**src/rtl/system_top_strait_if.sv**
```systemverilog
// Host-side handshake of the STRAIT memory BIST: start request, mode, and status.
// The host drives the master modport; the BIST block uses the slave modport.
interface system_top_strait_if;
  logic       bist_en;
  logic [1:0] bist_mode;
  logic       done;
  logic       fail;

  modport master (output bist_en, output bist_mode, input done, input fail);
  modport slave  (input bist_en, input bist_mode, output done, output fail);
endinterface

```
**src/rtl/system_top_strait.sv**
```systemverilog
// STRAIT memory BIST: embedded single-port RAM plus MATS+ / March C- controller.
// Optional macro STRAIT_FAULT_INJECT_EN makes bit 0 of address 3 read stuck-at-0.
module system_top_strait #(
  parameter int ADDR_W = 4,
  parameter int DATA_W = 8
) (
  input  logic                 clk,
  input  logic                 reset,
  system_top_strait_if.slave   bus
);

  localparam int N = 1 << ADDR_W;
  localparam logic [ADDR_W-1:0] ADDR_MAX  = {ADDR_W{1'b1}};
  localparam logic [ADDR_W-1:0] ADDR_ZERO = '0;
  localparam logic [3:0] SA_FIRST = 4'd0;
  localparam logic [3:0] SA_LAST  = 4'd2;
  localparam logic [3:0] TF_FIRST = 4'd3;
  localparam logic [3:0] TF_LAST  = 4'd8;

  typedef enum logic [1:0] {IDLE, RUN, DONE} state_t;

  typedef struct packed {
    logic desc;
    logic two;
    logic rd0;
    logic v0;
    logic rd1;
    logic v1;
  } elem_t;

  // Elements 0..2 are MATS+, 3..8 are March C-, so mode 11 simply runs 0..8.
  function automatic elem_t elem_decode(input logic [3:0] idx);
    elem_t e;
    case (idx)
      4'd0:    e = '{desc: 1'b0, two: 1'b0, rd0: 1'b0, v0: 1'b0, rd1: 1'b0, v1: 1'b0};
      4'd1:    e = '{desc: 1'b0, two: 1'b1, rd0: 1'b1, v0: 1'b0, rd1: 1'b0, v1: 1'b1};
      4'd2:    e = '{desc: 1'b1, two: 1'b1, rd0: 1'b1, v0: 1'b1, rd1: 1'b0, v1: 1'b0};
      4'd3:    e = '{desc: 1'b0, two: 1'b0, rd0: 1'b0, v0: 1'b0, rd1: 1'b0, v1: 1'b0};
      4'd4:    e = '{desc: 1'b0, two: 1'b1, rd0: 1'b1, v0: 1'b0, rd1: 1'b0, v1: 1'b1};
      4'd5:    e = '{desc: 1'b0, two: 1'b1, rd0: 1'b1, v0: 1'b1, rd1: 1'b0, v1: 1'b0};
      4'd6:    e = '{desc: 1'b1, two: 1'b1, rd0: 1'b1, v0: 1'b0, rd1: 1'b0, v1: 1'b1};
      4'd7:    e = '{desc: 1'b1, two: 1'b1, rd0: 1'b1, v0: 1'b1, rd1: 1'b0, v1: 1'b0};
      4'd8:    e = '{desc: 1'b1, two: 1'b0, rd0: 1'b1, v0: 1'b0, rd1: 1'b0, v1: 1'b0};
      default: e = '0;
    endcase
    return e;
  endfunction

  state_t            state_q, state_d;
  logic [1:0]        mode_q, mode_d;
  logic [3:0]        elem_q, elem_d;
  logic [ADDR_W-1:0] addr_q, addr_d;
  logic              op_q, op_d;
  logic              fail_q, fail_d;

  logic [DATA_W-1:0] mem_q [N];
  logic [DATA_W-1:0] rdata;
  logic [DATA_W-1:0] mem_wdata;
  logic              mem_we;
  elem_t             cur, nxt;
  logic              op_rd, op_val;
  logic [3:0]        last_elem;

  always_comb begin
`ifdef STRAIT_FAULT_INJECT_EN
    rdata = mem_q[addr_q];
    if (addr_q == ADDR_W'(3)) rdata[0] = 1'b0;
`else
    rdata = mem_q[addr_q];
`endif
  end

  always_comb begin
    state_d   = state_q;
    mode_d    = mode_q;
    elem_d    = elem_q;
    addr_d    = addr_q;
    op_d      = op_q;
    fail_d    = fail_q;
    mem_we    = 1'b0;
    mem_wdata = '0;
    cur       = elem_decode(elem_q);
    nxt       = elem_decode(elem_q + 4'd1);
    op_rd     = op_q ? cur.rd1 : cur.rd0;
    op_val    = op_q ? cur.v1  : cur.v0;
    last_elem = (mode_q == 2'b01) ? SA_LAST : TF_LAST;

    case (state_q)
      IDLE, DONE: begin
        if (bus.bist_en) begin
          state_d = RUN;
          mode_d  = bus.bist_mode;
          fail_d  = 1'b0;
          elem_d  = (bus.bist_mode == 2'b10) ? TF_FIRST : SA_FIRST;
          addr_d  = ADDR_ZERO;
          op_d    = 1'b0;
        end
      end
      RUN: begin
        if (mode_q == 2'b00) begin
          state_d = DONE;
        end else begin
          if (op_rd) begin
            if (rdata != {DATA_W{op_val}}) fail_d = 1'b1;
          end else begin
            mem_we    = 1'b1;
            mem_wdata = {DATA_W{op_val}};
          end
          if (cur.two && !op_q) begin
            op_d = 1'b1;
          end else begin
            op_d = 1'b0;
            // The last address of an element hands over to the next element's start address.
            if (addr_q == (cur.desc ? ADDR_ZERO : ADDR_MAX)) begin
              if (elem_q == last_elem) begin
                state_d = DONE;
              end else begin
                elem_d = elem_q + 4'd1;
                addr_d = nxt.desc ? ADDR_MAX : ADDR_ZERO;
              end
            end else begin
              addr_d = cur.desc ? (addr_q - 1'b1) : (addr_q + 1'b1);
            end
          end
        end
      end
      default: state_d = IDLE;
    endcase
  end

  always_ff @(posedge clk or negedge reset) begin
    if (!reset) begin
      state_q <= IDLE;
      mode_q  <= 2'b00;
      elem_q  <= 4'd0;
      addr_q  <= ADDR_ZERO;
      op_q    <= 1'b0;
      fail_q  <= 1'b0;
    end else begin
      state_q <= state_d;
      mode_q  <= mode_d;
      elem_q  <= elem_d;
      addr_q  <= addr_d;
      op_q    <= op_d;
      fail_q  <= fail_d;
    end
  end

  // RAM contents are deliberately not reset; every algorithm starts with a write pass.
  always_ff @(posedge clk) begin
    if (mem_we) mem_q[addr_q] <= mem_wdata;
  end

  assign bus.done = (state_q == DONE);
  assign bus.fail = fail_q;

endmodule

```
**src/flat_wrapper.sv**
```systemverilog
// flat-port wrapper written by rule: the top's interface ports become plain ports
module system_top_strait_flat 
#(
  parameter int ADDR_W = 4,
  parameter int DATA_W = 8
)
  (clk, reset, bus_bist_en, bus_bist_mode, bus_done, bus_fail);
  system_top_strait_if bus_i ();
  input  logic clk;
  input  logic reset;
  input wire logic [$bits(bus_i.bist_en)-1:0] bus_bist_en;
  input wire logic [$bits(bus_i.bist_mode)-1:0] bus_bist_mode;
  output wire logic [$bits(bus_i.done)-1:0] bus_done;
  output wire logic [$bits(bus_i.fail)-1:0] bus_fail;
  assign bus_i.bist_en = bus_bist_en;
  assign bus_i.bist_mode = bus_bist_mode;
  assign bus_done = bus_i.done;
  assign bus_fail = bus_i.fail;
  system_top_strait #(.ADDR_W(ADDR_W), .DATA_W(DATA_W)) u_core (.clk(clk), .reset(reset), .bus(bus_i));
endmodule
```
**config.mk**
```make
export PLATFORM = sky130hd
export DESIGN_NAME = system_top_strait_flat
export DESIGN_NICKNAME = d
export VERILOG_FILES = /design/src/rtl/system_top_strait_if.sv /design/src/rtl/system_top_strait.sv /design/src/flat_wrapper.sv
export SDC_FILE = /design/constraint.sdc
export NUM_CORES = 1
export LEC_CHECK = 0
export BUFFER_PORTS_ARGS = -buffer_cell sky130_fd_sc_hd__buf_2
export CORE_ASPECT_RATIO = 0.8
export CORE_MARGIN = 2
export CORE_UTILIZATION = 50
export DETAILED_ROUTE_END_ITERATION = 10
export GPL_ROUTABILITY_DRIVEN = 0
export GPL_TIMING_DRIVEN = 0
export PLACE_DENSITY = 0.68
export SYNTH_ARGS = -nofsm -noshare
export SYNTH_HDL_FRONTEND = slang
export SYNTH_SLANG_ARGS = --single-unit
```
**constraint.sdc**
```tcl
create_clock -name clk -period 5.95 [get_ports clk]
set_clock_uncertainty 0.15 [all_clocks]
set_input_delay 1.19 -clock clk [delete_from_list [all_inputs] [get_ports clk]]
set_output_delay 1.19 -clock clk [all_outputs]
set_load 0.02 [all_outputs]
```
# Yosys cells after proc, flatten, opt, wreduce, memory -nomap -nowiden
# Memory sizes are Yosys's and may differ from the RTL's.
# Index checks and enable logic that the tools add are counted.
[totals]
in_bits = 5
ram_bits = 128
elab_cells = 83
out_inout_bits = 2
reg_bits = 14
romBits = 160
mem_count = 3
[mem_list]
columns = ["memory", "words", "width", "read_ports", "rd_clocked_by_memory_dff", "write_ports", "line_no", "source"]
rows = [
  ["u_core.mem_q", 16, 8, 1, 0, 1, "system_top_strait.sv:56", "logic [DATA_W-1:0] mem_q [N];"],
  ["(no name shown)", 16, 5, 1, 0, 0, "system_top_strait.sv:34", "case (idx)"],
  ["(no name shown)", 16, 5, 1, 0, 0, "system_top_strait.sv:34", ""],
]
[op_classes]
reduce_logical = 12
n_addsub = 3
mux = 41
eq_ne = 18
[op_table]
columns = ["operator", "count"]
rows = [
  ["$mux W4", 14],
  ["$mux W8", 3],
  ["$pmux W4 S2", 2],
  ["$mux W1", 13],
  ["$mux W2", 6],
  ["$reduce_and A5 Y1", 2],
  ["$add A4 B1 Y4 const B", 2],
  ["$eq A4 B4 Y1", 2],
  ["$ne A2 B2 Y1 const B", 4],
  ["$ne A8 B8 Y1", 1],
  ["$ne A2 B1 Y1 const B", 3],
  ["$ne A3 B1 Y1 const B", 2],
  ["$reduce_and A6 Y1", 1],
  ["$eq A2 B1 Y1 const B", 2],
  ["$eq A2 B2 Y1 const B", 2],
  ["$logic_not A2 Y1", 2],
  ["$pmux W1 S2", 2],
  ["$pmux W2 S2", 1],
  ["$reduce_and A4 Y1", 1],
  ["$sub A4 B1 Y4 const B", 1],
  ["$ne A3 B2 Y1 const B", 1],
  ["$ne A3 B3 Y1 const B", 1],
  ["$reduce_and A3 Y1", 1],
  ["$reduce_and A2 Y1", 1],
  ["4 further kinds", 4],
]

# Logic depth before layout (Yosys ltp)
# Gate-level depths: netlist of the first run.
[depth]
ltp_word = 8
mapped_depth = 10

# Worst setup path after synthesis of the first run
# OpenSTA, ideal clock, no wires.
[synth_timing]
path_kind = "reg2reg"
start = "register u_core.elem_q[0]"
end = "register u_core.addr_q[3]"
period_less_slack_ns = 2.539
path_slack_ns = 3.411
stages_incl_launch_ff = 11
required_ns = 5.678
arrival_time_ns = 2.267
path_cell_list = "dfrtp_1 > inv_1 > ha_1 > mux2i_1 > mux2i_4 > ha_1 > a21oi_1 > nor3_1 > a31oi_1 > o211ai_1 > a32o_1"
[synth_between]
elab_chain_cells = 8
elab_cells_between_ends = 17
[synth_rtl]
columns = ["element", "line_no", "source"]
rows = [
  ["from (decl)", "system_top_strait.sv:51", "logic [3:0] elem_q, elem_d;"],
  ["from (signal assigned)", "system_top_strait.sv:142", "elem_q <= elem_d;"],
  ["$add A4 B1 Y4", "system_top_strait.sv:83", "nxt = elem_decode(elem_q + 4'd1);"],
  ["$mem_v2 Z16 W5", "-", ""],
  ["$mux W4", "system_top_strait.sv:119", "addr_d = nxt.desc ? ADDR_MAX : ADDR_ZERO;"],
  ["$mux W4", "system_top_strait.sv:115", "if (elem_q == last_elem) begin"],
  ["$mux W4", "system_top_strait.sv:114", "if (addr_q == (cur.desc ? ADDR_ZERO : ADDR_MAX)) begin"],
  ["$mux W4", "system_top_strait.sv:109", "if (cur.two && !op_q) begin"],
  ["$mux W4", "system_top_strait.sv:100", "if (mode_q == 2'b00) begin"],
  ["$pmux W4 S2", "system_top_strait.sv:88", "case (state_q)"],
  ["to (signal assigned)", "system_top_strait.sv:143", "addr_q <= addr_d;"],
  ["to (decl)", "system_top_strait.sv:52", "logic [ADDR_W-1:0] addr_q, addr_d;"],
]
# Several ways; a longest one is shown, not always the timed one. The select of a mux whose other input is x is not followed.
# A chain may end at the register's enable or synchronous reset.

# Worst setup path after layout of the first run
[layout_timing]
start = "register u_core.elem_q[0]"
end = "register u_core.elem_q[2]"
[layout_between]
elab_chain_cells = 6
elab_cells_between_ends = 15
[layout_rtl]
columns = ["element"]
rows = [
  ["parallel branches: the longest is 6 deep, another holds $mem_v2 Z16 W5"],
]
# Several ways; the timed one is not identified. The select of a mux whose other input is x is not followed.

==> run summary, run 1 <==
CTS tree: done
Mapped cell area: 0.001863 mm^2
Crit-path max FO: 10
Seq cells post-synth: 30
Core Footprint: 0.003495 mm^2
DIE WIDTH: 72.25 um
Mapped Cells: 176
Post-synthesis sequential area ratio: 44.59%
Setup violators final: 0
Buf+Inv Stages, Crit Path: 1
CP Data Required Time: 5960 ps
Distinct cells, synth: 49
Antenna violations before repair: 0
Synth Area per Inst: 10.59 um^2
Die Span Y: 58.60 um
Fill count: 295
Clock Pin Slew Worst Setup and Hold Paths: 60 ps
Die area: 0.004233 mm^2
CTS H-Tree Depth: 2
First-pass detailed-route iteration total: 4
Synth async-reset ratio: 46.67%
Endpoints failing hold: 0
Clock latency on the worst-skew pair: 270 ps
Final WL: 3879 um
Register area: 830.8 um^2
Startpoint types: register
Arr. time, crit path: 2990 ps
Max incr delay on CP: 530 ps
Hpwl dp: 2931 um
Part of the cycle the worst path needs: 50.13%
Worst Hold Launch: u_core.bus.fail
Post-synth EDFFs: 16
Via Count: 1429
Crit path top cell by count: ha_1
Diodes inserted: 0
Worst flop-to-flop path startpoint: u_core.elem_q[0]
Total power: 1.183 mW
Clock tree root driver cell: clkbuf_8
PD cells: 583.4 mW/mm^2
First DRT Iteration DRCs: 82
Peak supply drop: 0.2971 mV
IO Count: 7
Multi-input gate area: 960.9 um^2
Clock sink total: 30
Min-delay worst type: register to register
Starting Density: 53.31%
Max Clk Rate: 335.3 MHz
R2R cell count: 9
Hold bufs inserted after CTS: 0
CP top delay family: compound AO/OA/AOI/OAI gates
Grt total ovfl: 0
Largest net degree at the start of global routing: 17
Layout Nets: 202
Number of global-route vias before repair: 1400
CTS buffer count: 5
Worst R2R End: u_core.elem_q[2]
Antenna-violating nets left: 0
CTS resizes: 0
Tmin final: 2982 ps
Crit Path Class: register to register
Syn. warnings: 0
First-pass GRT wire length: 6762 um
CP endpoint kind: register
Slew headroom: 37.64%
Fin Setup TNS: 0 ps
Worst reg-to-reg setup slack: 2970 ps
Area Overhead vs Synth: 8.865%
RSZ-0062 raised after global routing: no
Worst-Margin Slew: 933.4 ps
Layout cells sized above 1: 14.21%
Syn nets: 189
Final Max Tran Viols: 0
Post-CTS setup buffer count: 0
DR vias/cell: 6.159
Post-route DRC: 0
Hold Path End: u_core.bus.fail
Crit-path cells: inv_1, ha_1, mux2i_1, mux2i_4, ha_1, nand2_1, a21oi_2, o21ai_1, o32ai_1
Status: complete, no violations
Slowest stage cell, crit path: dfrtp_1
Hold WS: 372.4 ps
Routed WL per cell: 16.72 um
Leak: 0.7700 nW
All-Layer GR Usage: 20.99%
# port buffers: 6
Max_cap viols: 0
Top_reg_cell synth: edfxtp_1
Clock Path Buffers: 2
Num rows: 19
Hold path depth: 1
worst max path at each step:
| stage | startpoint | end | depth (start not counted) |
|---|---|---|---|
| final | u_core.elem_q[0] | u_core.elem_q[2] | 9 |
| after global routing | u_core.elem_q[0] | u_core.elem_q[2] | 9 |
| after floorplan | u_core.elem_q[0] | u_core.addr_q[3] | 10 |
| after detailed placement | bus_bist_en | u_core.addr_q[3] | 5 |
| after global placement | bus_bist_en | u_core.addr_q[3] | 5 |
| after CTS | u_core.elem_q[0] | u_core.elem_q[2] | 9 |
through the flow:
stage	setup WS [ps]	instances	cell area, um^2	utilization (%)
floorplan	3411	176	1863	-
global placement	3046	224	1946	55.67
detailed placement	2967	224	1946	55.67
CTS	2969	232	2028	58.04
global route	2699	232	2028	58.04
finish	2968	232	2028	58.04
worst register-to-register path, stage by stage (launching register included):
cell and delay, ps:
dfrtp_1 530, inv_1 160, ha_1 250, mux2i_1 230, mux2i_4 180, ha_1 420, nand2_1 130, a21oi_2 280
o21ai_1 180, o32ai_1 360
final cells by class:
class | count | share of cell area [%]
tap | 42 | 2.591
multi-input combinational | 130 | 47.38
buffer | 10 | 2.406
inverter | 6 | 1.110
sequential | 30 | 40.96
clock buffer | 6 | 3.578
clock inverter | 2 | 0.4935
timing repair buffer | 6 | 1.481
kinds of logic (layout without fill, tap and decap cells):
| kind of cell | count (synthesis) | after routing | synth area share, % |
|---|---|---|---|
| flip-flops | 30 | 30 | 44.59 |
| XOR/XNOR | 5 | 5 | 2.351 |
| adder cells (fa/ha/maj) | 8 | 8 | 5.776 |
| AO/OA/AOI/OAI | 40 | 40 | 15.38 |
| AND/OR/NAND/NOR | 66 | 66 | 17.53 |
| buffers and inverters | 16 | 30 | 3.828 |
| multiplexers | 11 | 11 | 10.54 |
synthesized netlist by cell type (4+ instances only):
cell	number	share of area [%]
nor2_1	19	3.8
nor3_1	6	1.6
edfxtp_1	16	26
nand2_1	14	2.8
nand2b_1	7	2.4
a32o_1	4	2.1
dfrtp_1	14	19
ha_1	7	4.7
nor2b_1	5	1.7
inv_1	5	1.0
clkbuf_1	6	1.2
a21oi_1	7	1.9
o21ai_0	6	1.6
flip-flops by register name (all words and copies together), names as in the netlist:
name             count
u_core.bus.fail      1
u_core.mode_q        2
u_core.state_q       2
u_core.elem_q        4
u_core.mem_q        16
u_core.addr_q        4
u_core.op_q          1
per-layer routing:
metal / wire length, um / vias to the layer above / track usage (%)
li1: - / 682 / -
met2: 1709 / 41 / 30.01
met4: 66 / 0 / 8.625
met1: 1915 / 698 / 31.31
met5: 0 / - / 0
met3: 188 / 8 / 4.281
cells in the final DEF, fill, tap and decap left out, drive strengths merged, types with 4 or more instances in the layout:
cell / count
a21oi: 8
a32o: 4
buf: 10
clkbuf: 12
dfrtp: 14
edfxtp: 16
ha: 7
inv: 6
mux4: 5
nand2: 14
nand2b: 7
nor2: 19
nor2b: 5
nor3: 6
o21ai: 7
where the power goes:
part / switching, mW / internal (mW) / leakage (nW)
Sequential: 0.0475 / 0.277 / 0.326
Clock: 0.0719 / 0.0808 / 0.0450
Combinational: 0.417 / 0.290 / 0.399
Total: 0.536 / 0.647 / 0.770
(Power assumes the default switching activity.)
==> run 2: changes to the inputs <==
==> constraint.sdc (replaced) <==
create_clock -name clk -period 2.99 [get_ports clk]
set_clock_uncertainty 0.15 [all_clocks]
set_input_delay 0.598 -clock clk [delete_from_list [all_inputs] [get_ports clk]]
set_output_delay 0.598 -clock clk [all_outputs]
set_load 0.02 [all_outputs]
==> run 2 against run 1 <==
Wire length grew 1.4%. Clock power increased by 100%. Die area stayed put. Register-to-register slack got worse by 2700 ps. Hold slack got worse by 300 ps. Cell area rose by 1.5%. Highest routed layer unchanged.
==> run summary, run 2 (synthesized netlist as in run 1, its figures left out) <==
Commonest cells after routing, fill and taps aside: nor2_1 (19), edfxtp_1 (16), nand2_1 (14)
Startpoint types: register
Slowest stage cell, crit path: dfrtp_2
Diodes inserted: 0
Clock Path Buffers: 2
Min-delay worst type: primary input to asynchronous set/reset pin
Clock sink total: 30
Antenna violations before repair: 0
Num rows: 19
First-pass GRT wire length: 6762 um
Fin Setup TNS: 0 ps
Crit path from: u_core.elem_q[0]
Worst path depth: 9
Part of the cycle the worst path needs: 91.79%
Non-Filler Instances: 232
Worst flop-to-flop path startpoint: u_core.elem_q[0]
CTS buffer count: 5
Final Max Tran Viols: 0
Met2 Use GR: 30.01%
R2R cell count: 9
Crit path top cell by count: ha_1
Max reg flops: 16
Worst-Margin Slew: 569.5 ps
Die Span Y: 58.60 um
CP Data Required Time: 3000 ps
Leak: 0.7699 nW
Worst R2R End: u_core.elem_q[2]
Layout cells sized above 1: 16.84%
CTS H-Tree Depth: 2
Setup violators final: 0
CP endpoint kind: register
PD cells: 1178 mW/mm^2
Arr. time, crit path: 2750 ps
Max_cap viols: 0
Clock Pin Slew Worst Setup and Hold Paths: 60 ps
IO Count: 7
Register area: 832.0 um^2
DR vias/cell: 6.194
All-Layer GR Usage: 20.99%
Crit Path Class: register to register
Routing usage on met1: 31.31%
Clock tree root driver cell: clkbuf_8
Multi-input gate area: 991.0 um^2
Peak supply drop: 0.6249 mV
CTS resizes: 0
Largest regs: u_core.mem_q (16), u_core.addr_q (4), u_core.elem_q (4)
Commonest non-fill, non-tap cell in the layout: nor2_1
Post-CTS setup buffer count: 0
First-pass detailed-route iteration total: 4
CP top delay family: compound AO/OA/AOI/OAI gates
Hold bufs inserted after CTS: 0
RSZ-0062 raised after global routing: no
CTS tree: done
Max Clk Rate: 364.4 MHz
Grt total ovfl: 0
# port buffers: 6
Hpwl dp: 2931 um
Clock latency on the worst-skew pair: 270 ps
Post-route DRC: 0
Layout Nets: 202
Status: complete, no violations
Worst reg-to-reg setup slack: 250 ps
Antenna-violating nets left: 0
Die area: 0.004233 mm^2
DP Cell Count: 224
Area Overhead vs Synth: 10.54%
Core Footprint: 0.003495 mm^2
DIE WIDTH: 72.25 um
Buf+Inv Stages, Crit Path: 1
Max incr delay on CP: 460 ps
Crit-path cells: inv_1, ha_1, mux2i_1, mux2i_4, ha_1, nand2_1, a21oi_4, o21ai_1, o32ai_1
Final WL: 3934 um
Starting Density: 53.31%
Tmin final: 2744 ps
Via Count: 1437
Largest net degree at the start of global routing: 17
Crit path to: u_core.elem_q[2]
GRT busiest layer: met1
First DRT Iteration DRCs: 85
GR Layer Usage met3: 4.281%
Endpoints failing hold: 0
Number of global-route vias before repair: 1400
Slew headroom: 61.92%
Top reg by flops: u_core.mem_q
Routed WL per cell: 16.96 um
Fill count: 291
Crit-path max FO: 10
[run 2: metrics by stage]
step | total power [mW] | util (%) | area [um^2] | hold WS (ps) | setup WS, ps
floorplan | 1.712 | - | 1863 | 152.4 | 451.0
global placement | 1.956 | 55.67 | 1946 | 342.3 | 139.6
detailed placement | 2.039 | 55.67 | 1946 | 347.8 | 27.85
CTS | 2.353 | 58.04 | 2028 | 74.13 | 9.177
global route | 2.628 | 58.93 | 2059 | 82.33 | 18.72
finish | 2.425 | 58.93 | 2059 | 69.84 | 245.5
[run 2: how the worst min path moves through the flow]
stage                                 start                 to  slack (ps)  cells after the start
after floorplan                       reset   u_core.addr_q[0]         150                      0
after global placement    u_core.state_q[0]  u_core.state_q[0]         340                      1
after detailed placement    u_core.bus.fail    u_core.bus.fail         350                      1
after CTS                             reset   u_core.mode_q[0]          70                      1
after global routing                  reset   u_core.mode_q[1]          80                      1
final                                 reset    u_core.bus.fail          70                      1
[run 2: final cells by class]
type	count	area share [%]
Inverter	6	1.094
Tap cell	42	2.552
Buffer	10	2.369
Timing Repair Buffer	6	1.458
Sequential cell	30	40.40
Multi-Input combinational cell	130	48.12
Clock buffer	6	3.524
Clock inverter	2	0.4860
[run 2: where the power goes]
group | internal [mW] | leakage (nW) | switching [mW]
clock network | 0.161 | 0.0450 | 0.145
logic | 0.612 | 0.400 | 0.859
registers | 0.552 | 0.325 | 0.0969
total | 1.32 | 0.770 | 1.10
[run 2: metal layers]
| layer | wire length, um | part of all wire [%] |
|---|---|---|
| met1 | 1909 | 49 |
| met2 | 1781 | 45 |
| met3 | 188 | 4.8 |
| met4 | 55 | 1.4 |
| met5 | 0 | 0 |
==> run 3: changes to the inputs <==
==> constraint.sdc (replaced) <==
create_clock -name clk -period 2.99 [get_ports clk]
set_clock_uncertainty 0.15 [all_clocks]
set_input_delay 0.299 -clock clk [delete_from_list [all_inputs] [get_ports clk]]
set_output_delay 0.299 -clock clk [all_outputs]
set_load 0.02 [all_outputs]
==> run 3 against run 2 <==
Flip-flop and latch count is the same. Hold slack gained 50 ps. Worst setup slack worse by 1.3 ps. Critical endpoint is now u_core.addr_q[3]. Wire length rose by 0.71%. Via count decreased by 0.21%. Core utilization increased by 0.29 points. Cell area grew 0.49%. Largest cell class unchanged. Count of clock-buffer cells in the layout is the same.
==> run summary, run 3 (synthesized netlist as in run 1, its figures left out) <==
Worst reg-to-reg setup slack: 240 ps
Post-route DRC: 0
Grt total ovfl: 0
Clock latency on the worst-skew pair: 270 ps
Worst R2R End: u_core.addr_q[3]
Endpoints failing hold: 0
First DRT Iteration DRCs: 115
R2R cell count: 9
Commonest non-fill, non-tap cell in the layout: nor2_1
Status: complete, no violations
Crit path from: u_core.elem_q[0]
Worst-Margin Slew: 579.1 ps
Part of the cycle the worst path needs: 91.83%
Max_cap viols: 0
Fin Setup TNS: 0 ps
Clock sink total: 30
Setup violators final: 0
Starting Density: 53.31%
P_sw: 1.102 mW
Clock Pin Slew Worst Setup and Hold Paths: 60 ps
Crit path to: u_core.addr_q[3]
CP endpoint kind: register
CTS tree: done
Routed WL per cell: 17.00 um
Commonest cells after routing, fill and taps aside: nor2_1 (19), edfxtp_1 (16), nand2_1 (14)
Number of global-route vias before repair: 1401
Total power: 2.427 mW
Largest regs: u_core.mem_q (16), u_core.addr_q (4), u_core.elem_q (4)
Area Overhead vs Synth: 11.08%
PD cells: 1173 mW/mm^2
Leak: 0.7741 nW
Int Pwr: 1.325 mW
RSZ-0062 raised after global routing: no
Arr. time, crit path: 2750 ps
Multi-input gate area: 991.0 um^2
Fill count: 290
Antenna violations before repair: 0
Register area: 832.0 um^2
Top reg by flops: u_core.mem_q
Layout cells sized above 1: 16.75%
Power share of the combinational group: 60.6%
DR vias/cell: 6.155
CTS buffer count: 5
Worst flop-to-flop path startpoint: u_core.elem_q[0]
First-pass detailed-route iteration total: 4
Min-delay worst type: primary input to register
Clock Path Buffers: 2
All-Layer GR Usage: 20.94%
Die Span Y: 58.60 um
Clock tree root driver cell: clkbuf_8
CP Data Required Time: 3000 ps
Layout Nets: 203
Num rows: 19
Final WL: 3962 um
Core Footprint: 0.003495 mm^2
Startpoint types: register
Largest net degree at the start of global routing: 17
Peak supply drop: 0.6230 mV
IO Count: 7
Max reg flops: 16
Diodes inserted: 0
# port buffers: 6
Sequential Power Share: 26.7%
Clk pwr share: 12.6%
Slew headroom: 61.27%
CTS H-Tree Depth: 2
First-pass GRT wire length: 6755 um
Sw frac: 45.40%
Antenna-violating nets left: 0
Max Clk Rate: 364.2 MHz
Crit-path max FO: 10
Final Max Tran Viols: 0
Die area: 0.004233 mm^2
Hpwl dp: 2931 um
Via Count: 1434
Tmin final: 2746 ps
DIE WIDTH: 72.25 um
Crit Path Class: register to register
-- run 3: per-stage QoR --
stage / area (um^2) / util (%) / instances / setup slack (ps) / hold WS (ps)
4_1_cts: 2038 / 58.32 / 233 / 9.177 / 119.9
3_3_place_gp: 1946 / 55.67 / 224 / 139.6 / 60.30
6_report: 2069 / 59.22 / 233 / 244.2 / 120.3
5_1_grt: 2069 / 59.22 / 233 / 24.47 / 129.8
2_1_floorplan: 1863 / - / 176 / 451.0 / -146.6
3_5_place_dp: 1946 / 55.67 / 224 / 27.85 / 64.98
-- run 3: cell type report --
class	instances	share of cell area, %
clock buffers	6	3.507
clock inverters	2	0.4837
multi-input cells	130	47.88
plain buffers	10	2.358
flip-flops and latches	30	40.21
repair buffers	7	1.935
inverters	6	1.088
well taps	42	2.539
-- run 3: how the worst min path moves through the flow --
stage	start	end	slack, ps	cells after the start
finish	bus_bist_mode[0]	u_core.mode_q[0]	120	2
global route	bus_bist_mode[0]	u_core.mode_q[0]	130	2
CTS	bus_bist_mode[0]	u_core.mode_q[0]	120	2
detailed placement	reset	u_core.mode_q[1]	60	1
global placement	reset	u_core.mode_q[0]	60	1
floorplan	reset	u_core.addr_q[0]	-150	0
-- run 3: critical path, cell delays in order (launching register included) --
cell and delay (ps):
dfrtp_2 460, inv_1 120, ha_1 240, mux2i_1 230
mux2i_4 190, ha_1 380, nand2_1 130, a21oi_4 230
o32ai_1 200, a32o_1 300
-- run 3: routing by layer --
layer	track usage (%)	vias to the layer above	wire length, um
met5	0	-	0
met4	8.625	0	42
met3	4.281	6	228
met2	30.14	43	1794
met1	31.01	698	1896
li1	-	687	-
-- run 3: repair_timing --
action | 4_1_cts | 5_1_grt
endpoints found under the hold margin | 14 | 0
hold buffers | 1 | 0
setup buffers | 0 | 0
setup endpoints to repair | 0 | 24
resized for setup | 0 | 8
-- run 3: power by group through the flow --
stage / combinational, mW / clock, mW / sequential, mW
floorplan: 1.08 / 0 / 0.629
global placement: 1.31 / 0 / 0.642
detailed placement: 1.39 / 0 / 0.653
CTS: 1.40 / 0.310 / 0.645
global route: 1.63 / 0.333 / 0.665
finish: 1.47 / 0.307 / 0.649
